### config.mk
export PLATFORM = sky130hd
export DESIGN_NAME = adder_result_collector_flat
export DESIGN_NICKNAME = d
export VERILOG_FILES = /design/src/rtl/adder_pkg.sv /design/src/rtl/adder_result_collector_if.sv /design/src/rtl/acc_add.sv /design/src/rtl/adder_result_collector.sv /design/src/flat_wrapper.sv
export SDC_FILE = /design/constraint.sdc
export NUM_CORES = 1
export LEC_CHECK = 0
export CAP_MARGIN = 25
export CORE_ASPECT_RATIO = 0.8
export CORE_MARGIN = 5
export CORE_UTILIZATION = 30
export DETAILED_ROUTE_END_ITERATION = 16
export SYNTH_ARGS = -nofsm -noshare
export SYNTH_HDL_FRONTEND = slang
export SYNTH_SLANG_ARGS = --single-unit
### constraint.sdc
create_clock -name clk -period 1.8 [get_ports clk]
set_input_delay 0.18 -clock clk [delete_from_list [all_inputs] [get_ports clk]]
set_output_delay 0.18 -clock clk [all_outputs]
set_load 0.005 [all_outputs]
### src/rtl/adder_pkg.sv
// Shared definitions for the adder result path: operand widths, collector
// state encoding and a constant clog2 used to size counters.
package adder_pkg;

    localparam int SUM_W = 4;
    localparam int RES_W = 5;

    typedef enum logic {
        ACCUM = 1'b0,
        HOLD  = 1'b1
    } state_t;

    function automatic int clog2(input int value);
        int result;
        int rem;
        result = 0;
        rem    = value - 1;
        while (rem > 0) begin
            result = result + 1;
            rem    = rem >> 1;
        end
        return result;
    endfunction

endpackage

### src/rtl/adder_result_collector_if.sv
// Input (adder result) and output (batch result) handshakes of the collector.
// master = upstream/downstream environment, slave = the collector itself.
interface adder_result_collector_if
    import adder_pkg::*;
#(
    parameter int ACC_W = 8,
    parameter int CNT_W = 3
);

    logic             in_valid;
    logic             in_ready;
    logic [SUM_W-1:0] sum;
    logic             overflow;
    logic             out_valid;
    logic             out_ready;
    logic [ACC_W-1:0] total;
    logic [CNT_W-1:0] ovf_count;

    modport master (
        output in_valid, sum, overflow, out_ready,
        input  in_ready, out_valid, total, ovf_count
    );

    modport slave (
        input  in_valid, sum, overflow, out_ready,
        output in_ready, out_valid, total, ovf_count
    );

endinterface

### src/rtl/acc_add.sv
// ACC_W-wide accumulator adder taking a zero-extended RES_W operand.
// Saturates at all-ones when ACC_SAT_EN is defined, otherwise wraps.
module acc_add
    import adder_pkg::*;
#(
    parameter int ACC_W = 8
) (
    input  logic [ACC_W-1:0] a,
    input  logic [RES_W-1:0] b,
    output logic [ACC_W-1:0] y
);

    logic [ACC_W:0] full;

    // One extra bit keeps the carry so saturation can be detected.
    assign full = {1'b0, a} + {{(ACC_W + 1 - RES_W){1'b0}}, b};

`ifdef ACC_SAT_EN
    assign y = full[ACC_W] ? {ACC_W{1'b1}} : full[ACC_W-1:0];
`else
    assign y = full[ACC_W-1:0];
`endif

endmodule

### src/rtl/adder_result_collector.sv
// Sums BATCH adder results and counts carry-outs, then holds the batch result
// until taken. Optional saturating arithmetic via the ACC_SAT_EN macro.
module adder_result_collector
    import adder_pkg::*;
#(
    parameter int BATCH = 4,
    parameter int ACC_W = 8
) (
    input  logic                     clk,
    input  logic                     rst_n,
    input  logic                     clear,
    adder_result_collector_if.slave  bus
);

    localparam int CNT_W = clog2(BATCH + 1);

    state_t           state_reg, state_next;
    logic [ACC_W-1:0] acc_reg, acc_next;
    logic [ACC_W-1:0] total_reg, total_next;
    logic [CNT_W-1:0] cnt_reg, cnt_next;
    logic [CNT_W-1:0] ovf_reg, ovf_next;
    logic [CNT_W-1:0] ovf_count_reg, ovf_count_next;
    logic [ACC_W-1:0] acc_sum;
    logic [CNT_W-1:0] ovf_sum;
    logic [RES_W-1:0] sample;

    assign sample  = {bus.overflow, bus.sum};
    assign ovf_sum = ovf_reg + CNT_W'(bus.overflow);

    // The same adder produces both the running sum and the final batch total.
    acc_add #(.ACC_W(ACC_W)) u_acc_add (
        .a(acc_reg),
        .b(sample),
        .y(acc_sum)
    );

    always_ff @(posedge clk or negedge rst_n) begin
        if (!rst_n) begin
            state_reg     <= ACCUM;
            acc_reg       <= '0;
            cnt_reg       <= '0;
            ovf_reg       <= '0;
            total_reg     <= '0;
            ovf_count_reg <= '0;
        end else begin
            state_reg     <= state_next;
            acc_reg       <= acc_next;
            cnt_reg       <= cnt_next;
            ovf_reg       <= ovf_next;
            total_reg     <= total_next;
            ovf_count_reg <= ovf_count_next;
        end
    end

    always_comb begin
        state_next     = state_reg;
        acc_next       = acc_reg;
        cnt_next       = cnt_reg;
        ovf_next       = ovf_reg;
        total_next     = total_reg;
        ovf_count_next = ovf_count_reg;

        case (state_reg)
            ACCUM: begin
                if (bus.in_valid) begin
                    if (cnt_reg == CNT_W'(BATCH - 1)) begin
                        total_next     = acc_sum;
                        ovf_count_next = ovf_sum;
                        acc_next       = '0;
                        ovf_next       = '0;
                        cnt_next       = '0;
                        state_next     = HOLD;
                    end else begin
                        acc_next = acc_sum;
                        ovf_next = ovf_sum;
                        cnt_next = cnt_reg + CNT_W'(1);
                    end
                end
            end
            HOLD: begin
                if (bus.out_ready) begin
                    state_next = ACCUM;
                end
            end
            default: state_next = ACCUM;
        endcase

        // Clear overrides everything, including a pending output handshake.
        if (clear) begin
            state_next     = ACCUM;
            acc_next       = '0;
            cnt_next       = '0;
            ovf_next       = '0;
            total_next     = '0;
            ovf_count_next = '0;
        end
    end

    assign bus.in_ready  = (state_reg == ACCUM);
    assign bus.out_valid = (state_reg == HOLD);
    assign bus.total     = total_reg;
    assign bus.ovf_count = ovf_count_reg;

endmodule

### src/flat_wrapper.sv
// flat-port wrapper written by rule: the top's interface ports become plain ports
module adder_result_collector_flat import adder_pkg::*;
#(
    parameter int BATCH = 4,
    parameter int ACC_W = 8
)
  (clk, rst_n, clear, bus_in_valid, bus_sum, bus_overflow, bus_out_ready, bus_in_ready, bus_out_valid, bus_total, bus_ovf_count);
  adder_result_collector_if #(.ACC_W(ACC_W), .CNT_W((clog2(BATCH + 1)))) bus_i ();
  input  logic clk;
  input  logic rst_n;
  input  logic clear;
  input wire logic [$bits(bus_i.in_valid)-1:0] bus_in_valid;
  input wire logic [$bits(bus_i.sum)-1:0] bus_sum;
  input wire logic [$bits(bus_i.overflow)-1:0] bus_overflow;
  input wire logic [$bits(bus_i.out_ready)-1:0] bus_out_ready;
  output wire logic [$bits(bus_i.in_ready)-1:0] bus_in_ready;
  output wire logic [$bits(bus_i.out_valid)-1:0] bus_out_valid;
  output wire logic [$bits(bus_i.total)-1:0] bus_total;
  output wire logic [$bits(bus_i.ovf_count)-1:0] bus_ovf_count;
  assign bus_i.in_valid = bus_in_valid;
  assign bus_i.sum = bus_sum;
  assign bus_i.overflow = bus_overflow;
  assign bus_i.out_ready = bus_out_ready;
  assign bus_in_ready = bus_i.in_ready;
  assign bus_out_valid = bus_i.out_valid;
  assign bus_total = bus_i.total;
  assign bus_ovf_count = bus_i.ovf_count;
  adder_result_collector #(.BATCH(BATCH), .ACC_W(ACC_W)) u_core (.clk(clk), .rst_n(rst_n), .clear(clear), .bus(bus_i));
endmodule
; Word-level counts from Yosys, hierarchy flattened
; Index checks and enable logic that the tools add are counted.
[totals]
register_bits = 26
input_bits = 10
out_inout_bits = 13
word_cells = 41
[op_classes]
addsub = 3
eq_ne = 2
mux = 25
bitwise = 1
n_reduce_logical = 4
[ops]
columns = op, count
row1 = $mux W8, 8
row2 = $mux W3, 12
row3 = $add A8 B5 Y8, 1
row4 = $mux W1, 4
row5 = $reduce_bool A2 Y1, 2
row6 = $add A3 B1 Y3, 1
row7 = $add A3 B1 Y3 const B, 1
row8 = $eq A3 B2 Y1 const B, 1
row9 = $reduce_and A3 Y1, 1
row10 = $ne A2 B2 Y1 const B, 1
row11 = $pmux W1 S2, 1
row12 = $reduce_and A2 Y1, 1
row13 = $not A1 Y1, 1

; Depth between registers and ports, before layout
; Gate-level depths: netlist of run 1.
[depth]
depth_word = 5
mapped_depth = 7
mapped_depth_nobuf = 6

; Cells and area by module
; A second synthesis of run 1 with hierarchy kept.
[unflattened]
hier_cells = 114
hier_area_um2 = 1420.1
[modules_own_cells]
columns = module, n_inst, cells_per_inst, area_each_um2
row1 = adder_result_collector, 1, 83, 1162.4
row2 = acc_add, 1, 31, 257.7

; Worst setup path before layout of run 1
; No wires, ideal clock.
[synth_timing]
path_type = register to register
startpoint = reg u_core.acc_reg[0]
endpoint = reg u_core.acc_reg[6]
t_arrival_ns = 1.600
slack_ns = 0.134
path_stages_with_launch = 7
synth_period_minus_slack_ns = 1.666
path_cell_list = dfrtp_1 -> ha_1 -> fa_1 -> a21oi_1 -> o211ai_1 -> o21ai_0 -> a22o_1
[synth_between]
elab_chain_cells = 5
[synth_lines]
columns = item, line_no
row1 = from (decl), adder_result_collector.sv:18  ; logic [ACC_W-1:0] acc_reg, acc_next;
row2 = from (signal assigned), adder_result_collector.sv:47  ; acc_reg <= acc_next;
row3 = $add A8 B5 Y8, acc_add.sv:16  ; assign full = {1'b0, a} + {{(ACC_W + 1 - RES_W){1'b0}}, b};
row4 = $mux W8, adder_result_collector.sv:66  ; if (cnt_reg == CNT_W'(BATCH - 1)) begin
row5 = $mux W8, adder_result_collector.sv:65  ; if (bus.in_valid) begin
row6 = $mux W8, adder_result_collector.sv:63  ; case (state_reg)
row7 = $mux W8, adder_result_collector.sv:89  ; if (clear) begin
; No other way between the ends. The select of a mux whose other input is x is not followed.
; A chain may end at the register's enable or synchronous reset.

; Worst setup path in the final report of run 1
[layout_timing]
startpoint = reg u_core.acc_reg[0]
endpoint = reg u_core.total_reg[4], in the netlist u_core.bus.total[4]
[layout_between]
elab_chain_cells = 5
[layout_lines]
columns = item, line_no
row1 = $add A8 B5 Y8, acc_add.sv:16
row2 = $mux W8, adder_result_collector.sv:66
row3 = $mux W8, adder_result_collector.sv:65
row4 = $mux W8, adder_result_collector.sv:63
row5 = $mux W8, adder_result_collector.sv:89
row6 = to (signal assigned), adder_result_collector.sv:50  ; total_reg <= total_next;
row7 = to (decl), adder_result_collector.sv:19  ; logic [ACC_W-1:0] total_reg, total_next;
; No other way between the ends. The select of a mux whose other input is x is not followed.

==> run metrics, run 1 <==
Reg2Reg Capture Point u_core.bus.total[4]; # port buffers 22; average wire length per cell after detail routing between 10 and 15 µm; library cell used as clock root buffer sky130_fd_sc_hd__clkbuf_8; filler instances around 440; final period utilization 0.947; number of maximum-capacitance violations 0; Max Fanout on Critical Path 2; post-synthesis cell type with the largest combined area sky130_fd_sc_hd__dfrtp_1; Crit. End Element flop; Leak Pwr slightly below 0.8 nW; Die Wd around 85 µm; routability-driven placement congestion ratio 0.816; most frequent standard cell in the layout excluding fill and tap cells sky130_fd_sc_hd__dfrtp_1; Setup Slack @ Placement -0.214 ns; Data arrival, critical path between 1.5 and 2 ns; final number of hold-violating endpoints 0; Antenna Violating Nets Remaining 0; vertical die dimension approximately 70 µm; total power after layout roughly 1.3 mW; area of the core about 4300 µm²; DR vias/cell 4.86; Max stage delay cell, worst path sky130_fd_sc_hd__dfrtp_1; Final Instance Area roughly 1800 µm²; depth of the CTS H-tree 1; number of register bits inferred by synthesis 26; number of enable-type register cells in the synthesized netlist 0; residual DRC count 0; cell total after placement ~220; number of slew-limit violations in the final report 0; PD cells around 740 nW/µm²; sequential fraction of design power 0.493; layout net count approximately 190; depth of the worst register-to-register path 6; combinational group share of total power 0.224; worst vdd ir 261 µV; DP Area 1720 µm²; clock net sink count 26; Worst R2R Setup Slack between 0.09 and 0.1 ns; final clock skew 0.00135 ns; Routed Wire Length around 3200 µm; initial standard-cell utilization of the core 0.315; share of flip-flops with an asynchronous set or reset 1.00; launch instance of the worst register-to-register path u_core.acc_reg[0]; maximum frequency from static timing analysis just under 600 MHz; total setup violations reported at the end of the flow 0; measured slew at the worst slew-check pin approximately 0.71 ns; TritonCTS clock tree yes; aggregate global-route resource usage 0.114; DRC marker count from the first detailed-route iteration 64; cell internal power dissipation between 0.9 and 1 mW; via count ~1,100; worst min-delay path class input pin to async pin; share of power burned in the clock network 0.284; remaining global-route overflow 0; worst endpoint required time 1.98 ns; wire length of the first global-routing pass approximately 5500 µm; dominant synthesized flop cell sky130_fd_sc_hd__dfrtp_1; count of inserted antenna diode cells 0; combined area of all synthesized cells approximately 1300 µm²; pin count of the biggest net entering global routing 27; final hold slack 0.276 ns; switching power between 0.3 and 0.4 mW; unrepaired setup endpoints after global routing yes; first-pass iteration count of the detailed router 7; largest cells by area after synthesis sky130_fd_sc_hd__dfrtp_1, sky130_fd_sc_hd__ha_1, sky130_fd_sc_hd__a22o_1; Die Outline Area approximately 5900 µm²; number of antenna violations at the first check in global routing 0; Period minus WS final 1.70 ns; Syn Inst Count 134; clock network latency to the later pin of the worst-skew pair roughly 0.27 ns; count of cell types in the netlist 34; Warnings, synthesis 0; status finished, final reports clean; Critical Setup Path Class flop to flop; Rel. slew slack 0.524; portion of the post-synthesis area used by sequential elements 0.485; top-area cell type share of the netlist area 0.485; HPWL after detailed placement between 2000 and 2500 µm; series of cell instances along the critical path ha_1 > fa_2 > a21oi_2 > o21bai_1 > xnor2_1 > o31ai_1; post-CTS setup-driven buffer insertion count 0; CTS Buf Count 3; clock transition at the register clock pins on the worst setup and hold paths after CTS approximately 0.090 ns; vias in the first global route 1,163; Avg Cell Area, Syn approximately 10 µm²; share of layout cells above drive strength 1 0.166; top-level I/O count 23; number of standard cells in the final layout excluding fillers between 200 and 250; highest-count cells in the layout ignoring fill and taps sky130_fd_sc_hd__dfrtp_1, sky130_fd_sc_hd__clkdlybuf4s50_1, sky130_fd_sc_hd__nand2_1; switching share of power 0.277; number of buffers on the longest clock path 2; placement row count 21; startpoint kind of the worst setup timing path flop; delay contributed by the slowest stage of the critical path just under 0.4 ns; final worst slack 0.0957 ns; Setup crit start u_core.acc_reg[0]; P&R area growth vs syn 33.4%; net count of the mapped netlist between 150 and 200
[cell usage after synthesis (all sizes together) (3+ instances only)]
cell	n
a31oi	4
a21oi	9
inv	4
xnor2	4
nand3	7
o21ai	12
a211oi	3
clkbuf	3
dfrtp	26
a22o	7
nor2	7
ha	8
nand2	16
[per-stage QoR]
| stage | utilization | TNS, ns |
|---|---|---|
| after global placement | 0.403 | -1.25 |
| after floorplan | - | 0 |
| after detailed placement | 0.403 | -1.58 |
| final | 0.420 | 0 |
| after CTS | 0.417 | 0 |
| after global routing | 0.420 | -0.0399 |
[worst max-delay path, delay by kind of cell, from the launching register on]
kind,cells,cell delay (ns)
compound gates,3,0.47
xor+xnor,1,0.15
flops,1,0.39
fa+ha+maj,2,0.60
[final cells by class]
class	instances	area [µm²]	share of cell area
Multi-Input combinational cell	99	672	0.376
Tap cell	57	71.3	0.0399
Inverter	4	15.0	0.00839
Timing Repair Buffer	36	325	0.182
Sequential cell	26	651	0.364
Clock buffer	4	55.1	0.0308
[routing by layer]
layer | track usage | up-vias | wire length, µm
met5 | 0 | - | 0
met4 | 0.0228 | 0 | 20
met3 | 0.0368 | 3 | 187
met2 | 0.180 | 28 | 1430
met1 | 0.154 | 508 | 1570
li1 | - | 559 | -
[power by group through the flow]
stage	clock [mW]	sequential, mW	combinational [mW]
floorplan	0	0.646	0.182
finish	0.377	0.655	0.298
CTS	0.391	0.655	0.291
global route	0.419	0.660	0.333
detailed placement	0	0.667	0.285
global placement	0	0.663	0.277
[kinds of logic after synthesis]
group,share of synthesized area
AO/OA/AOI/OAI,0.215
XOR/XNOR,0.0261
adder cells (fa/ha/maj),0.0896
buffers and inverters,0.0270
flip-flops,0.485
AND/OR/NAND/NOR,0.158
[worst max-delay path by stage]
stage / end / slack (ns) / cells after the start
6_report: u_core.bus.total[4] / 0.1 / 6
5_1_grt: u_core.bus.total[4] / -0.02 / 6
4_1_cts: u_core.acc_reg[7] / 0.02 / 6
3_5_place_dp: u_core.acc_reg[6] / -0.21 / 7
3_3_place_gp: u_core.bus.total[4] / -0.18 / 7
2_1_floorplan: u_core.acc_reg[6] / 0.13 / 6
[what timing repair did]
item / in CTS / in global routing
gates resized for setup: 1 / 6
endpoints found under the setup margin: 1 / 9
pin swaps: 0 / 1
hold buffers: 0 / 0
No activity file was read; power rests on OpenSTA's default activity.
==> inputs of run 2 (changes only) <==
--- a/config.mk
+++ b/config.mk
@@ -10,6 +10,7 @@
 export CORE_MARGIN = 5
 export CORE_UTILIZATION = 30
 export DETAILED_ROUTE_END_ITERATION = 16
+export SETUP_SLACK_MARGIN = 0.5
 export SYNTH_ARGS = -nofsm -noshare
 export SYNTH_HDL_FRONTEND = slang
 export SYNTH_SLANG_ARGS = --single-unit
==> run 2 against run 1 <==
Net effect: critical path depth fell by 1; combinational power rose by 30%; total power rose by 6.9%; non-clock buffer count up 17; register-to-register slack better by 0.03 ns; setup slack better by 0.026 ns; routed wire length grew 10%; core utilization up 6.6 points; worst hold slack worse by 0.0036 ns; sequential share of layout area shrank 4.9 points; sequential power about the same; critical endpoint is now u_core.acc_reg[3]; largest power group unchanged.
==> run metrics, run 2 (same netlist as run 1, synthesis figures left out) <==
Routed Wire Length around 3500 µm; Reg2Reg Capture Point u_core.acc_reg[3]; Final Instance Area 2070 µm²; worst min-delay path class input pin to async pin; area of the core around 4300 µm²; Period minus WS final ~1.7 ns; number of standard cells in the final layout excluding fillers roughly 240; clock transition at the register clock pins on the worst setup and hold paths after CTS about 0.090 ns; number of slew-limit violations in the final report 0; aggregate global-route resource usage 0.121; switching share of power 0.284; number of buffers on the longest clock path 2; PD cells slightly below 700 nW/µm²; final period utilization 0.932; pin count of the biggest net entering global routing 27; launch instance of the worst register-to-register path u_core.acc_reg[1]; Multi-input gate area just over 800 µm²; share of layout cells above drive strength 1 0.333; most frequent standard cell in the layout excluding fill and tap cells sky130_fd_sc_hd__dfrtp_1; worst endpoint required time between 1.5 and 2 ns; library cell used as clock root buffer sky130_fd_sc_hd__clkbuf_8; filler instances a little over 400; Die Outline Area around 5900 µm²; share of power burned in the clock network 0.266; clock net sink count 26; Die Wd around 85 µm; residual DRC count 0; cell total after placement between 200 and 250; Setup Slack @ Placement -0.146 ns; sequential fraction of design power 0.462; core occupancy in the finished layout 0.486; number of maximum-capacitance violations 0; wire length of the first global-routing pass roughly 5900 µm; HPWL after detailed placement 2440 µm; # port buffers 22; placement row count 21; via count between 1,000 and 1,500; Max Fanout on Critical Path 2; Storage cell area between 600 and 700 µm²; DRC marker count from the first detailed-route iteration 89; Leak Pwr ~0.98 nW; number of antenna violations at the first check in global routing 0; remaining global-route overflow 0; measured slew at the worst slew-check pin between 0.3 and 0.4 ns; Data arrival, critical path approximately 1.8 ns; DR vias/cell 4.95; P&R area growth vs syn 54.4%; Critical Setup Path Class flop to flop; Worst R2R Setup Slack between 0.1 and 0.15 ns; final clock skew a little under 0.007 ns; highest-count cells in the layout ignoring fill and taps sky130_fd_sc_hd__dfrtp_1, sky130_fd_sc_hd__buf_4, sky130_fd_sc_hd__dlygate4sd2_1; Rel. slew slack 0.758; maximum frequency from static timing analysis ~600 MHz; final worst slack 0.122 ns; routability-driven placement congestion ratio 0.813; average wire length per cell after detail routing between 10 and 15 µm; clock network latency to the later pin of the worst-skew pair 0.27 ns; depth of the CTS H-tree 1; cell internal power dissipation slightly above 1 mW; combinational group share of total power 0.272; sum of negative setup slack 0 ns; final number of hold-violating endpoints 0; Antenna Violating Nets Remaining 0; unrepaired setup endpoints after global routing yes; total setup violations reported at the end of the flow 0; CTS Buf Count 3; DP Area 1800 µm²; TritonCTS clock tree yes; depth of the worst register-to-register path 5; vertical die dimension 69.8 µm; switching power roughly 0.40 mW; worst vdd ir around 420 µV; startpoint kind of the worst setup timing path flop; initial standard-cell utilization of the core 0.315; top-level I/O count 23; vias in the first global route 1,288; status finished, final reports clean; first-pass iteration count of the detailed router 4; layout net count 206; Crit. End Element flop; count of inserted antenna diode cells 0
-- run 2: power groups by stage --
stage                     logic (mW)  clock network (mW)  registers, mW
after CTS                      0.352               0.394          0.656
after detailed placement       0.311                   0          0.668
final                          0.386               0.379          0.657
after floorplan                0.198                   0          0.649
after global routing           0.430               0.423          0.662
after global placement         0.303                   0          0.666
-- run 2: layout make-up --
class / count / area share
Multi-Input combinational cell: 99 / 0.395
Sequential cell: 26 / 0.314
Timing Repair Buffer: 53 / 0.223
Tap cell: 57 / 0.0344
Clock buffer: 4 / 0.0266
Inverter: 4 / 0.00725
-- run 2: worst max path at each step --
stage	slack, ns	endpoint	from	depth (start not counted)
after floorplan	0.27	u_core.bus.total[6]	u_core.acc_reg[0]	6
after detailed placement	-0.15	u_core.acc_reg[6]	bus_sum[0]	7
after global placement	-0.11	u_core.acc_reg[6]	bus_sum[0]	7
after global routing	0.02	u_core.bus.total[6]	u_core.acc_reg[0]	6
final	0.12	u_core.acc_reg[3]	u_core.acc_reg[1]	5
after CTS	0.12	u_core.bus.total[6]	u_core.acc_reg[0]	6
-- run 2: layer usage --
| layer | vias up | routed length (µm) | global-route usage |
|---|---|---|---|
| met4 | 0 | 0 | 0 |
| li1 | 586 | - | - |
| met3 | 0 | 178 | 0.0380 |
| met5 | - | 0 | 0 |
| met2 | 25 | 1710 | 0.203 |
| met1 | 593 | 1640 | 0.162 |
-- run 2: timing repair --
action,CTS,global route
gates resized for setup,33,12
setup endpoints to repair,37,24
cloned,0,0
buffers inserted,8,5
hold buffers,0,0
pin swaps,10,9
-- run 2: through the flow --
| step | total power, mW | hold WS, ns |
|---|---|---|
| 2_1_floorplan | 0.847 | -0.116 |
| 5_1_grt | 1.51 | 0.320 |
| 6_report | 1.42 | 0.273 |
| 3_5_place_dp | 0.979 | 0.490 |
| 4_1_cts | 1.40 | 0.293 |
| 3_3_place_gp | 0.969 | 0.474 |
-- run 2: critical path, cell delays in order, from the launching register on --
cell	delay (ns)
sky130_fd_sc_hd__dfrtp_1	0.40
sky130_fd_sc_hd__ha_1	0.32
sky130_fd_sc_hd__buf_4	0.14
sky130_fd_sc_hd__a21o_1	0.17
sky130_fd_sc_hd__a211o_1	0.32
sky130_fd_sc_hd__a32o_1	0.22
==> inputs of run 3 (changes only) <==
--- a/config.mk
+++ b/config.mk
@@ -8,7 +8,7 @@
 export CAP_MARGIN = 25
 export CORE_ASPECT_RATIO = 0.8
 export CORE_MARGIN = 5
-export CORE_UTILIZATION = 30
+export CORE_UTILIZATION = 39
 export DETAILED_ROUTE_END_ITERATION = 16
 export SETUP_SLACK_MARGIN = 0.5
 export SYNTH_ARGS = -nofsm -noshare
==> run 3 against run 2 <==
Net effect: design area down 2.2%; first-iteration DRC count down 44%; combinational power shrank 2%; sequential share of layout area up 0.70 points.
==> run metrics, run 3 (same netlist as run 1, synthesis figures left out) <==
vias in the first global route roughly 1,200; worst vdd ir between 400 and 500 µV; # port buffers 22; placement row count 19; Critical Setup Path Class flop to flop; switching power around 0.42 mW; Multi-input gate area 811 µm²; DP Area ~1700 µm²; number of maximum-capacitance violations 0; sequential fraction of design power 0.430; Max Fanout on Critical Path 3; depth of the worst register-to-register path 6; number of slew-limit violations in the final report 0; launch instance of the worst register-to-register path u_core.acc_reg[0]; vertical die dimension approximately 62 µm; delay contributed by the slowest stage of the critical path 0.40 ns; Die Outline Area 4720 µm²; series of cell instances along the critical path ha_2 > fa_2 > a21oi_2 > o211ai_1 > xnor2_1 > a21oi_1; library cell used as clock root buffer sky130_fd_sc_hd__clkbuf_8; Routed Wire Length 3530 µm; Crit. End Element flop; residual DRC count 0; number of buffers on the longest clock path 2; Period minus WS final about 1.7 ns; DRC marker count from the first detailed-route iteration 50; startpoint kind of the worst setup timing path flop; Reg2Reg Capture Point u_core.bus.total[6]; routability-driven placement congestion ratio between 0.7 and 0.8; Final Instance Area slightly above 2000 µm²; Leak Pwr roughly 0.94 nW; remaining global-route overflow 0; most frequent standard cell in the layout excluding fill and tap cells sky130_fd_sc_hd__dfrtp_1; pin count of the biggest net entering global routing 27; clock transition at the register clock pins on the worst setup and hold paths after CTS approximately 0.09 ns; PD cells 756 nW/µm²; top-level I/O count 23; TritonCTS clock tree yes; status finished, final reports clean; aggregate global-route resource usage 0.162; combinational group share of total power 0.248; wire length of the first global-routing pass 6040 µm; HPWL after detailed placement around 2400 µm; core occupancy in the finished layout 0.600; Storage cell area between 600 and 700 µm²; worst min-delay path class input pin to async pin; Max stage delay cell, worst path sky130_fd_sc_hd__dfrtp_1; highest-count cells in the layout ignoring fill and taps sky130_fd_sc_hd__dfrtp_1, sky130_fd_sc_hd__buf_4, sky130_fd_sc_hd__nand2_1, sky130_fd_sc_hd__dlygate4sd2_1, sky130_fd_sc_hd__clkdlybuf4s50_1; initial standard-cell utilization of the core 0.397; final clock skew 0.00292 ns; via count around 1,200; Antenna Violating Nets Remaining 0; count of inserted antenna diode cells 0; total setup violations reported at the end of the flow 0; average wire length per cell after detail routing 15.8 µm; measured slew at the worst slew-check pin around 0.34 ns; Die Wd 75.6 µm; layout net count between 200 and 250; DR vias/cell ~5.3; Rel. slew slack 0.772; Worst R2R Setup Slack ~0.12 ns; switching share of power 0.274; Data arrival, critical path roughly 1.9 ns; share of power burned in the clock network 0.323; area of the core roughly 3400 µm²; P&R area growth vs syn 51.0%; final period utilization 0.936; number of buffers added to fix hold violations after cts 0; CTS Buf Count 3; unrepaired setup endpoints after global routing yes; filler instances between 200 and 300; clock network latency to the later pin of the worst-skew pair 0.27 ns; category of cells accounting for the largest share of critical-path delay adder cells; number of antenna violations at the first check in global routing 0; Crit path buffers/inverters 0; sum of negative setup slack 0 ns; cell internal power dissipation around 1.1 mW; clock net sink count 26; share of layout cells above drive strength 1 0.348; worst endpoint required time 1.96 ns; maximum frequency from static timing analysis approximately 590 MHz; first-pass iteration count of the detailed router 4; final number of hold-violating endpoints 0; depth of the CTS H-tree 1; Setup crit start u_core.acc_reg[0]
## run 3: cell types whose count changed in the layout (fill, tap and decap cells not counted), moves of 2 or more
| cell | delta |
|---|---|
| sky130_fd_sc_hd__buf_4 | -7 |
| sky130_fd_sc_hd__buf_6 | +3 |
| sky130_fd_sc_hd__nand2_2 | +3 |
| sky130_fd_sc_hd__o21ai_2 | +3 |
| sky130_fd_sc_hd__dlygate4sd2_1 | -2 |
| sky130_fd_sc_hd__nand2_4 | -2 |
| sky130_fd_sc_hd__o21ai_1 | -2 |
## run 3: how the worst max path moves through the flow
stage,cells after the start,endpoint
5_1_grt,6,u_core.bus.total[4]
2_1_floorplan,6,u_core.bus.total[6]
3_3_place_gp,6,u_core.acc_reg[7]
6_report,6,u_core.bus.total[6]
4_1_cts,6,u_core.bus.total[6]
3_5_place_dp,6,u_core.bus.total[7]
## run 3: power groups by stage
stage	Combinational [mW]	Sequential [mW]	Clock, mW
after floorplan	0.198	0.649	0
after global placement	0.288	0.668	0
after detailed placement	0.293	0.670	0
after CTS	0.350	0.655	0.508
after global routing	0.420	0.665	0.522
final	0.379	0.658	0.495
## run 3: through the flow
stage / hold WS [ns] / instances / setup slack [ns] / power [mW]
after floorplan: -0.116 / 134 / 0.271 / 0.847
after global placement: 0.474 / 206 / -0.154 / 0.956
after detailed placement: 0.491 / 206 / -0.221 / 0.963
after CTS: 0.285 / 219 / 0.103 / 1.51
after global routing: 0.301 / 223 / 0.00139 / 1.61
final: 0.268 / 223 / 0.115 / 1.53
## run 3: what timing repair did
item	4_1_cts	5_1_grt
pin swaps	8	6
setup endpoints to repair	37	26
setup buffers	8	4
resized for setup	37	12
gates cloned	1	0
## run 3: per-layer routing
| layer | vias up | GRT usage | part of all wire |
|---|---|---|---|
| met5 | - | 0 | 0 |
| met4 | 0 | 0.0197 | 0.0025 |
| met1 | 577 | 0.238 | 0.47 |
| met3 | 2 | 0.0386 | 0.044 |
| met2 | 23 | 0.248 | 0.48 |
| li1 | 578 | - | - |
## run 3: layout make-up
class	count	area share
clock inverter	1	0.0148
tap	42	0.0259
clock buffer	3	0.0204
timing repair buffer	48	0.210
inverter	4	0.00741
multi-input combinational	99	0.400
sequential	26	0.321
==> edit 1, RTL diff (flow settings as in run 1) <==
One comparison of `cnt_reg` changes from == to >=.
--- a/src/rtl/adder_result_collector.sv
+++ b/src/rtl/adder_result_collector.sv
@@ -65,3 +65,3 @@
                 if (bus.in_valid) begin
-                    if (cnt_reg == CNT_W'(BATCH - 1)) begin
+                    if (cnt_reg >= CNT_W'(BATCH - 1)) begin
                         total_next     = acc_sum;
Behaviour: same outputs for any inputs over 10 cycles, from zero or initial values and one cycle with rst_n low; that may be too few to reach the edited logic, so the function may still have changed.
==> edit 1 against run 1 <==
  * The run now ends with negative setup slack left
  * Combinational power grew 57%
  * Wire length is 18% higher
  * Largest cell class unchanged
  * Worst setup slack worse by 0.21 ns
  * Synthesized area up 8.2%
  * Sequential share of layout area shrank 5.5 points
  * Final area rose by 18%
  * Hold slack got worse by 0.012 ns
  * Sequential cell count is the same
  * Utilization is 3.6 points higher
  * Clock power grew 31%
  * Clock skew is 0.0015 ns higher
  * Total power up 21%
  * Highest routed layer unchanged
  * First-iteration DRC count down 16%
==> edit 1: results (changes against run 1) <==
Status
  • Status: finished, violations left
  • Failing checks: negative setup slack

Global routing
  • GRT Overall Usage: 0.128 (+0.0141)
  • Antenna violations before repair: 0 (unchanged)
  • First-pass GRT wire length: 6350 um (+16%)

Logic synthesis
  • Syn_area_per_cell: 10.4 um2 (+3.6%)
  • Synth area leaders: dfrtp_1 (45%), ha_1 (7.8%), a22o_1 (4.2%), nand2_1 (3.4%), a21oi_1 (2.8%)
  • Seq/Total Area, Yosys: 0.448 (-0.0368)
  • Leading cell types by count after synthesis: dfrtp_1 (26), nand2_1 (13), nor2_1 (10)
  • Synth cell types: 45 (+32%)
  • Synth Net Count: 160 (+4.6%)

Cells and area
  • Nets: 211 (+12%)
  • Fill cells: 430 (-2.1%)
  • Final std cells w/o fill: 250 (+11%)
  • Share of layout cells above drive strength 1: 0.289 (+0.124)

Worst setup path
  • Crit-path max FO: 3 (+1)
  • Worst path arrival time: 2.10 ns (+0.21 ns)

Clock tree
  • Clk slew on worst S/H paths: 0.09 ns (about the same)
  • Num CTS Buffers: 3 (unchanged)
  • Root Driver: clkbuf_8

Routing
  • DR vias: 1257 (+14%)
  • Pre-antenna DRT Iters: 4 (-3)
  • Initial DRC Count: 54 (-16%)
  • Drt total wl: 3790 um (+18%)
  • Met3 wire len: 175 um (-6.4%)
  • WL met1: 1680 um (+7.1%)
  • Routed wl met2: 1870 um (+31%)

Power
  • Static leakage: 0.917 nW (+17%)
  • VDD IR max: 310 uV (+19%)

STA
  • Final setup fails: 4 (+4)
  • Worst-margin pin slew: 0.369 ns (-0.343 ns)
  • Final WS setup: -0.114 ns (-0.210 ns)
  • Clock skew: 0.00287 ns (+0.00152 ns)

Placement
  • Placed instance count: 239 (+7.7%)
  • Placer Congestion: 0.843 (+3.3%)
  • Hpwl dp: 2790 um (+16%)
-- edit 1: final timing paths --
kind / cells after the start / end / start
worst max-delay path: 6 / u_core.bus.total[6]$_DFFE_PN0P_ / u_core.acc_reg[0]$_DFFE_PN0P_
worst min-delay path: 2 / u_core.acc_reg[7]$_DFFE_PN0P_ / rst_n
worst max register to register: 6 / u_core.bus.total[6]$_DFFE_PN0P_ / u_core.acc_reg[0]$_DFFE_PN0P_
worst min register to register: 1 / u_core.ovf_reg[2]$_DFFE_PN0P_ / u_core.ovf_reg[2]$_DFFE_PN0P_
max in group asynchronous: 2 / u_core.bus.out_valid$_DFF_PN0_ / rst_n
min in group clk: 1 / u_core.ovf_reg[2]$_DFFE_PN0P_ / u_core.ovf_reg[2]$_DFFE_PN0P_
-- edit 1: worst max-delay path: cells and delay by family, from the launching register on --
| family | cells | cell delay, ns |
|---|---|---|
| AO/OA/AOI/OAI | 3 | 0.74 |
| adder cells (fa/ha/maj) | 2 | 0.54 |
| flip-flops | 1 | 0.40 |
| XOR/XNOR | 1 | 0.14 |
-- edit 1: final cells by class --
class | instances | area, um2 | area share
flip-flops and latches | 26 | 651 | 0.308
well taps | 60 | 75.1 | 0.0356
clock inverters | 1 | 30.0 | 0.0142
repair buffers | 53 | 467 | 0.221
inverters | 4 | 15.0 | 0.00711
clock buffers | 3 | 41.3 | 0.0196
multi-input cells | 103 | 832 | 0.394
-- edit 1: per-layer routing --
metal	global-route usage	up-vias
li1	-	612
met1	0.163	605
met2	0.213	34
met3	0.0329	6
met4	0.0426	0
met5	0	-
-- edit 1: logic make-up (layout without fill, tap and decap cells) --
logic type                 count (synthesis)  count (layout)  share of synthesized area
xor gates and xnor gates                   4               4                     0.0241
and+or+nand+nor                           44              44                      0.148
buffers and inverters                     11              61                     0.0440
DFF                                       26              26                      0.448
AOI/OAI and AO/OA                         45              45                      0.244
adders and majority gates                 10              10                     0.0914
-- edit 1: what timing repair did --
action,in CTS,in global routing
gates resized for setup,7,13
buffers inserted,3,4
hold endpoints to repair,0,0
pin swaps,12,9
setup endpoints to repair,16,17
-- edit 1: where the power goes --
| part | internal, mW | leakage, nW | switching, mW | total, mW |
|---|---|---|---|---|
| Combinational | 0.252 | 0.525 | 0.217 | 0.469 |
| Sequential | 0.620 | 0.357 | 0.0345 | 0.654 |
| Clock | 0.298 | 0.0357 | 0.194 | 0.492 |
-- edit 1: metrics by stage --
step	TNS [ns]	area, um2	hold WS [ns]	power [mW]	setup slack [ns]
6_report	-0.351	2110	0.264	1.61	-0.114
3_5_place_dp	-3.66	1880	0.502	1.05	-0.395
2_1_floorplan	-0.0656	1460	-0.116	0.875	-0.0656
3_3_place_gp	-2.76	1880	0.492	1.03	-0.322
4_1_cts	-0.490	2010	0.269	1.58	-0.163
5_1_grt	-0.708	2110	0.296	1.71	-0.189
==> edit 2, RTL diff (flow settings as in run 1) <==
Made on the original files. Build with the macro `ACC_SAT_EN` defined.
--- a/src/rtl/acc_add.sv
+++ b/src/rtl/acc_add.sv
@@ -2,2 +2,4 @@
 // Saturates at all-ones when ACC_SAT_EN is defined, otherwise wraps.
+`define ACC_SAT_EN
+
 module acc_add
Formal check against the unedited RTL: same outputs for any inputs over 10 cycles, from zero or initial values and one cycle with rst_n low; that may be too few to reach the edited logic, so the function may still have changed.
==> edit 2 against run 1 <==
  * The run now ends with negative setup slack left
  * Final area up 10%
  * Worst setup slack worse by 0.20 ns
  * First-iteration DRC count shrank 19%
  * Clock skew up 0.0024 ns
  * Sequential cell count unchanged
  * Sequential share of layout area is 3.4 points lower
  * Total power up 0.86%
  * Synthesized cell count rose by 2.2%
  * Critical path depth is 1 higher
  * Wire length increased by 7.4%
  * Synthesized area up 6.5%
  * Non-clock buffer count is 11 higher
  * Largest cell class unchanged
  * Highest routed layer unchanged
==> edit 2: results (changes against run 1) <==
Routing
  • DR vias: 1175 (+7.0%)
  • Initial DRC Count: 52 (-19%)
  • Drt wl/cell: 14.3 um (+0.72%)
  • Antenna-violating nets left: 0 (unchanged)
  • Pre-antenna DRT Iters: 4 (-3)

STA
  • Setup Total Neg Slack: -0.566 ns (-0.566 ns)
  • Final setup fails: 15 (+15)
  • Worst Hold Slack: 0.275 ns (-0.00162 ns)
  • Worst-margin pin slew: 0.474 ns (-0.237 ns)
  • Final WS setup: -0.108 ns (-0.204 ns)
  • Clock skew: 0.00372 ns (+0.00237 ns)

Cells and area
  • # diodes: 0 (unchanged)
  • Share of layout cells above drive strength 1: 0.260 (+0.0940)
  • Final std cells w/o fill: 241 (+6.6%)
  • Area growth, synth to finish: 38.0%
  • Fill cells: 434 (-1.1%)
  • Nets: 201 (+6.3%)

Placement
  • Hpwl dp: 2600 um (+8.0%)
  • Post-DP Area: 1850 um2 (+7.7%)
  • Placed instance count: 234 (+5.4%)
  • Placer Congestion: 0.856 (+4.9%)
  • Count of input and output buffers: 22 (unchanged)
  • Place WS: -0.334 ns (-0.120 ns)

Clock tree
  • Num CTS Buffers: 3 (unchanged)
  • H-tree depth: 1 (unchanged)
  • Latest clock arrival within the worst-skew pair: 0.27 ns (about the same)
  • Clock Path Buffers: 2 (unchanged)
  • Root Driver: clkbuf_8
  • Clk slew on worst S/H paths: 0.09 ns (about the same)

Logic synthesis
  • Synth Area in Compound Gates: 0.211 (-0.00352)
  • Ys Warns: 0 (unchanged)
  • Post-synthesis async set-or-reset flop share: 1.00 (unchanged)
  • XOR/XNOR share of the synthesized area: 0.0368 (+0.0107)
  • Mux contribution to synthesized area: 0 (unchanged)
  • Leading cell types by count after synthesis: dfrtp_1 (26), nor2_1 (16), nand2_1 (15)
  • Adder-cell share of the synthesized area: 0.0841 (-0.00549)
  • Synth area leaders: dfrtp_1 (46%), ha_1 (7.0%), nor2_1 (4.2%), nand2_1 (3.9%), a21oi_1 (3.2%)
  • Synth cell types: 35 (+2.9%)
  • Seq/Total Area, Yosys: 0.455 (-0.0297)
  • Synth Net Count: 156 (+2.0%)
  • Syn_area_per_cell: 10.4 um2 (+4.2%)

Worst setup path
  • Crit-path max FO: 2 (unchanged)
  • Worst path arrival time: 2.09 ns (+0.20 ns)

Min path
  • Hold/Removal Path Class: in2async

Power
  • VDD IR max: 326 uV (+25%)
  • Static leakage: 0.884 nW (+13%)

Global routing
  • GRT Overall Usage: 0.113 (-0.00101)
  • Largest net degree at the start of global routing: 27 (unchanged)
  • First-pass GRT wire length: 5640 um (+2.6%)
  • Antenna violations before repair: 0 (unchanged)
  • Vias in the first global route: 1181 (+1.5%)

Status
  • Status: finished, violations left
  • Failing checks: negative setup slack
edit 2: report_power, final:
group	internal, mW	switching [mW]	leakage [nW]	total (mW)
Clock	0.195	0.179	0.0288	0.374
Combinational	0.175	0.162	0.498	0.336
Sequential	0.608	0.0229	0.357	0.631
edit 2: metal layers:
metal,wire length [um],global-route usage,vias to the layer above
met2,1600,0.183,22
met1,1710,0.160,577
met4,27,0.0204,0
met5,0,0,-
met3,101,0.0207,2
li1,-,-,574
edit 2: worst max-delay path, stage by stage (launching register included):
cell	delay [ns]
dfrtp_1	0.39
ha_2	0.19
fa_2	0.37
a211oi_4	0.27
nor2_1	0.10
xnor2_1	0.14
buf_4	0.13
a311oi_1	0.22
edit 2: timing repair:
item / CTS / global route
buffers inserted: 2 / 1
endpoints found under the setup margin: 15 / 16
gates resized for setup: 3 / 8
cloned: 0 / 0
pin swaps: 10 / 6
edit 2: final timing paths:
check,start,end,cells past startpoint
min in group clk,u_core.acc_reg[2]$_DFFE_PN0P_,u_core.acc_reg[2]$_DFFE_PN0P_,1
min reg2reg,u_core.acc_reg[2]$_DFFE_PN0P_,u_core.acc_reg[2]$_DFFE_PN0P_,1
min,rst_n,u_core.bus.total[7]$_DFFE_PN0P_,2
max,u_core.acc_reg[0]$_DFFE_PN0P_,u_core.bus.total[4]$_DFFE_PN0P_,7
max in group asynchronous,rst_n,u_core.acc_reg[2]$_DFFE_PN0P_,2
max reg2reg,u_core.acc_reg[0]$_DFFE_PN0P_,u_core.bus.total[4]$_DFFE_PN0P_,7
edit 2: layout make-up:
| cell class | count | area share |
|---|---|---|
| clock buffer | 4 | 0.0279 |
| inverter | 1 | 0.00190 |
| multi-input combinational | 103 | 0.391 |
| sequential | 26 | 0.330 |
| tap | 60 | 0.0381 |
| timing repair buffer | 47 | 0.211 |
